### src/rtl/uart_tx_arbiter.sv
// Round-robin arbiter that shares one byte-wide UART transmitter between
// NUM_REQ requesters. Each requester owns a one-byte holding register. A
// granted frame is an optional channel-ID header byte followed by the
// payload byte.
//
// Ports:
//   clk, rst    clock, synchronous active-high reset
//   req_valid   per-channel byte valid
//   req_data    per-channel byte, channel i in bits [8i+7:8i]
//   req_ready   per-channel holding register empty
//   tx_data     byte to transmitter (registered)
//   tx_valid    tx_data valid (registered)
//   tx_ready    transmitter accepts byte this cycle
//   grant_id    channel currently granted (registered)
//   busy        a frame is in progress
module uart_tx_arbiter #(
   parameter int unsigned NUM_REQ   = 4,
   parameter bit          HEADER_EN = 1'b1,
   parameter logic [7:0]  HDR_BASE  = 8'hA0
) (
   input  logic                 clk,
   input  logic                 rst,
   input  logic [NUM_REQ-1:0]   req_valid,
   input  logic [8*NUM_REQ-1:0] req_data,
   output logic [NUM_REQ-1:0]   req_ready,
   output logic [7:0]           tx_data,
   output logic                 tx_valid,
   input  logic                 tx_ready,
   output logic [2:0]           grant_id,
   output logic                 busy
);

   localparam int unsigned IdxW = $clog2(NUM_REQ);

   typedef enum logic [1:0] {StIdle, StHdr, StData} state_e;

   state_e                    state_q, state_d;
   logic [NUM_REQ-1:0][7:0]   hold_q, hold_d;
   logic [NUM_REQ-1:0]        hold_full_q, hold_full_d;
   logic [IdxW-1:0]           last_q, last_d;
   logic [IdxW-1:0]           gnt_q, gnt_d;
   logic [7:0]                tx_data_q, tx_data_d;
   logic                      tx_valid_q, tx_valid_d;

   logic                      pend;
   logic [IdxW-1:0]           sel;
   logic [IdxW-1:0]           cand;
   logic [NUM_REQ-1:0]        accept;
   logic [NUM_REQ-1:0]        clr;
   logic                      xfer;

   // Search starts just after the last served channel, so it ends up lowest priority.
   always_comb begin
      pend = 1'b0;
      sel  = '0;
      cand = '0;
      for (int unsigned k = 1; k <= NUM_REQ; k++) begin
         cand = IdxW'((32'(last_q) + k) % NUM_REQ);
         if (!pend && hold_full_q[cand]) begin
            pend = 1'b1;
            sel  = cand;
         end
      end
   end

   assign xfer   = tx_valid_q & tx_ready;
   assign accept = req_valid & ~hold_full_q;

   always_comb begin
      state_d    = state_q;
      hold_d     = hold_q;
      last_d     = last_q;
      gnt_d      = gnt_q;
      tx_data_d  = tx_data_q;
      tx_valid_d = tx_valid_q;
      clr        = '0;

      for (int unsigned i = 0; i < NUM_REQ; i++) begin
         if (accept[i]) hold_d[i] = req_data[8*i +: 8];
      end

      case (state_q)
         StIdle: begin
            tx_valid_d = 1'b0;
            if (pend) begin
               gnt_d      = sel;
               tx_valid_d = 1'b1;
               if (HEADER_EN) begin
                  tx_data_d = HDR_BASE | 8'(sel);
                  state_d   = StHdr;
               end else begin
                  tx_data_d = hold_q[sel];
                  state_d   = StData;
               end
            end
         end
         StHdr: begin
            // Payload follows the header with no bubble on tx_valid.
            if (xfer) begin
               tx_data_d = hold_q[gnt_q];
               state_d   = StData;
            end
         end
         StData: begin
            if (xfer) begin
               clr[gnt_q] = 1'b1;
               last_d     = gnt_q;
               tx_valid_d = 1'b0;
               state_d    = StIdle;
            end
         end
         default: state_d = StIdle;
      endcase

      // A channel being cleared is full, so it cannot be loading in the same cycle.
      hold_full_d = (hold_full_q | accept) & ~clr;
   end

   always_ff @(posedge clk) begin
      if (rst) begin
         state_q     <= StIdle;
         hold_q      <= '0;
         hold_full_q <= '0;
         last_q      <= IdxW'(NUM_REQ - 1);
         gnt_q       <= '0;
         tx_data_q   <= 8'h00;
         tx_valid_q  <= 1'b0;
      end else begin
         state_q     <= state_d;
         hold_q      <= hold_d;
         hold_full_q <= hold_full_d;
         last_q      <= last_d;
         gnt_q       <= gnt_d;
         tx_data_q   <= tx_data_d;
         tx_valid_q  <= tx_valid_d;
      end
   end

   assign req_ready = ~hold_full_q;
   assign tx_data   = tx_data_q;
   assign tx_valid  = tx_valid_q;
   assign grant_id  = 3'(gnt_q);
   assign busy      = (state_q != StIdle);

endmodule

### config.mk
export PLATFORM = sky130hd
export DESIGN_NAME = uart_tx_arbiter
export DESIGN_NICKNAME = d
export VERILOG_FILES = /design/src/rtl/uart_tx_arbiter.sv
export SDC_FILE = /design/constraint.sdc
export NUM_CORES = 1
export LEC_CHECK = 0
export CAP_MARGIN = 20
export CORE_MARGIN = 2
export CORE_UTILIZATION = 35
export DETAILED_ROUTE_END_ITERATION = 7
export GPL_TIMING_DRIVEN = 0
export HOLD_SLACK_MARGIN = 0.05
export PLACE_DENSITY_LB_ADDON = 0.3
export SYNTH_ARGS = -nofsm -noshare
export SYNTH_HDL_FRONTEND = slang
export SYNTH_SLANG_ARGS = --single-unit
export TNS_END_PERCENT = 1
### constraint.sdc
create_clock -name clk -period 1.7 [get_ports clk]
set_input_delay 0.34 -clock clk [delete_from_list [all_inputs] [get_ports clk]]
set_output_delay 0.34 -clock clk [all_outputs]
set_load 0.02 [all_outputs]
==> results by group <==
Detailed routing
  – DR iter-0 viols: 65
  – Drt drc: 0
  – DR vias/cell: 4.859
  – DRT Pass-1 Iters: 4
  – WL final: 5187 um
  – Vias: 1759
  – Average routed wire per standard cell: 14.33 um
  – Final ANT Viol Nets: 0

Synthesis
  – Synthesized area per cell: 9.783 um2
  – Post-synthesis sequential area ratio: 46.18%
  – Number of flops mapped to enable cells by yosys: 0
  – Synth cell types: 30
  – Yosys Warn Count: 0
  – Post-synth top flop: dfxtp_1
  – #FFs+latches synth: 51
  – Mapped Area: 2211 um2
  – Asr flop ratio synth: 0%
  – Net Count, Synth: 265
  – Post-synthesis cell count: 226

Placed design
  – Final weighted congestion in routability-driven placement: 0.7352
  – HPWL after DPL: 3928 um
  – Port Buf Inserts: 53

Die
  – Die W: 83.48 um
  – Core box area: 6026 um2
  – Die area: 6969 um2
  – Die height: 83.48 um
  – Initial Utilization: 36.69%
  – Rows: 28
  – Io pins: 56

Clocking
  – H-tree depth: 2
  – Num CTS Buffers: 5
  – Clk buf depth: 2
  – CTS tree: built
  – Sink Count: 51
  – Root Driver: clkbuf_8
  – Postcts setup bufs: 0
  – Hold Buf Count CTS: 0
  – Worst skew pair latency: 0.30 ns
  – Clk pin slew, worst setup/hold paths: 0.09 ns

Global route
  – GRT Util Overall: 15.49%
  – Global-route wire length before repair: 8480 um
  – Antenna violations before repair: 0
  – Grt ovf: 0
  – Vias in the first global route: 1742
  – Largest net degree at the start of global routing: 16

Timing
  – Slew Limit Headroom: 62.56%
  – Fmax: 606.3 MHz
  – Final Hold Fails: 0
  – Final setup fails: 0
  – Post-route minimum period: 1.649 ns
  – Slew Viols, Final: 0
  – Tcrit/Tclk final: 97.02%
  – Worst-case clock skew: 0.005902 ns
  – RSZ-0062 raised after global routing: yes
  – Worst-margin pin slew: 0.5617 ns
  – Sum Neg Setup Slack: 0 ns

Cells and area
  – Diodes inserted: 0
  – Layout cell share with drive strength beyond 1: 11.85%
  – Area Growth Syn to Fin: 32.77%
  – Layout Nets: 325

Setup path
  – Worst Setup Start Kind: flip-flop
  – CP max FO: 6
  – CP Class: flip-flop to output pin
  – CP Data Arrival Time: 1.31 ns
  – Data required, critical path: 1.36 ns
  – CP Capture Type: output pin

Pwr
  – LEAKAGE: 1.162 nW
  – Cell area power density: 884.7 nW/um2
  – Total power: 0.002597 W
  – Max rail drop VDD: 357.7 uV

Flow run
  – Max-Cap Viols: 0

Worst hold path
  – Hold Path Class: primary input to flip-flop

Run status
  – Outcome: completed
-- worst max-delay path: stages (launching register included) --
cell             delay (ns)
dfxtp_1                0.35
or2_1                  0.20
buf_2                  0.16
clkdlybuf4s15_1        0.29
-- worst paths after layout --
kind                            cells after the start  slack, ns                    start                      end
worst max register to register                      4       0.16    gnt_q[0]$_SDFFE_PP0P_  tx_data[5]$_SDFFE_PP0P_
worst min-delay path                                2       0.42                      rst   last_q[1]$_SDFFE_PP1P_
worst min register to register                      2       0.47  tx_data[6]$_SDFFE_PP0P_  tx_data[6]$_SDFFE_PP0P_
worst max-delay path                                3       0.05  state_q[0]$_SDFFE_PP0P_                     busy
-- kinds of logic after synthesis --
| group | count (synthesis) | share of synthesized area (%) |
|---|---|---|
| flops | 51 | 46.18 |
| simple gates | 88 | 18.51 |
| compound gates | 25 | 7.980 |
| mux | 41 | 23.09 |
| other cells | 1 | 0.1696 |
| buf+inv | 20 | 4.074 |
-- cell usage in the layout, fill, tap and decap left out, types with 2 or more instances in the layout --
| cell type | instances |
|---|---|
| a21oi_1 | 10 |
| buf_2 | 6 |
| clkbuf_1 | 7 |
| dlygate4sd2_1 | 3 |
| mux2i_1 | 33 |
| o21ai_0 | 3 |
| nand2_1 | 11 |
| nor3_1 | 8 |
| dlymetal6s2s_1 | 4 |
| nor2b_1 | 7 |
| nand3_1 | 8 |
| nand2b_1 | 3 |
| clkdlybuf4s50_1 | 45 |
| o22ai_1 | 2 |
| or2_1 | 2 |
| mux4_2 | 8 |
| nor2_1 | 45 |
| a21oi_2 | 2 |
| dfxtp_2 | 4 |
| dfxtp_1 | 47 |
| clkbuf_8 | 5 |
| a211oi_2 | 2 |
| inv_1 | 6 |
-- what timing repair did --
action / CTS / global route
endpoints found under the setup margin: 8 / 6
gates cloned: 0 / 0
resized for setup: 8 / 6
-- synthesized netlist by cell type, drive strengths merged, types with 6 or more instances --
cell    number  area, um2
dfxtp       51       1021
nor2        45      168.9
mux2i       33      330.3
a21oi       12      67.57
nand2       11      41.29
buf          8      45.04
mux4         8      180.2
nand3        8      40.04
nor3         8      40.04
nor2b        7      43.79
clkbuf       6      22.52
inv          6      22.52
-- power by group --
| group | switching, W | leakage, nW | internal (W) |
|---|---|---|---|
| Combinational | 0.000271 | 0.700 | 0.000288 |
| Clock | 0.000404 | 0.0412 | 0.000289 |
| Sequential | 0.0000671 | 0.420 | 0.00128 |
-- flip-flops by register name, summed over array words and instances (netlist names) --
register     count
gnt_q            2
hold_full_q      4
hold_q          32
last_q           2
state_q          2
tx_data          8
tx_valid         1
-- final cells by class --
cell class / count / area [um2]
fillers: 607 / 3090
flip-flops and latches: 51 / 1026
clock buffers: 6 / 72.57
clock inverters: 2 / 12.51
multi-input cells: 155 / 1100
plain buffers: 14 / 71.32
repair buffers: 53 / 536.8
well taps: 75 / 93.84
inverters: 6 / 22.52
-- stage by stage --
step / area, um2 / cells / hold slack (ns) / util, % / setup slack (ns)
after floorplan: 2211 / 226 / 0.4546 / - / 0.1352
after global placement: 2835 / 354 / 0.4550 / 47.05 / 0.004850
after detailed placement: 2835 / 354 / 0.4574 / 47.05 / -0.004878
after CTS: 2920 / 362 / 0.4152 / 48.46 / -0.006965
after global routing: 2935 / 362 / 0.4280 / 48.71 / -0.02303
final: 2935 / 362 / 0.4179 / 48.71 / 0.05059
-- routing by layer --
metal  vias to the layer above  share of wire (%)  track usage, %
met5                         -                  0               0
met4                         0               0.81           4.399
met3                         5                4.2           3.858
met2                        40                 46           25.59
met1                       818                 49           20.19
li1                        896                  -               -
No activity file was read; power rests on OpenSTA's default activity.
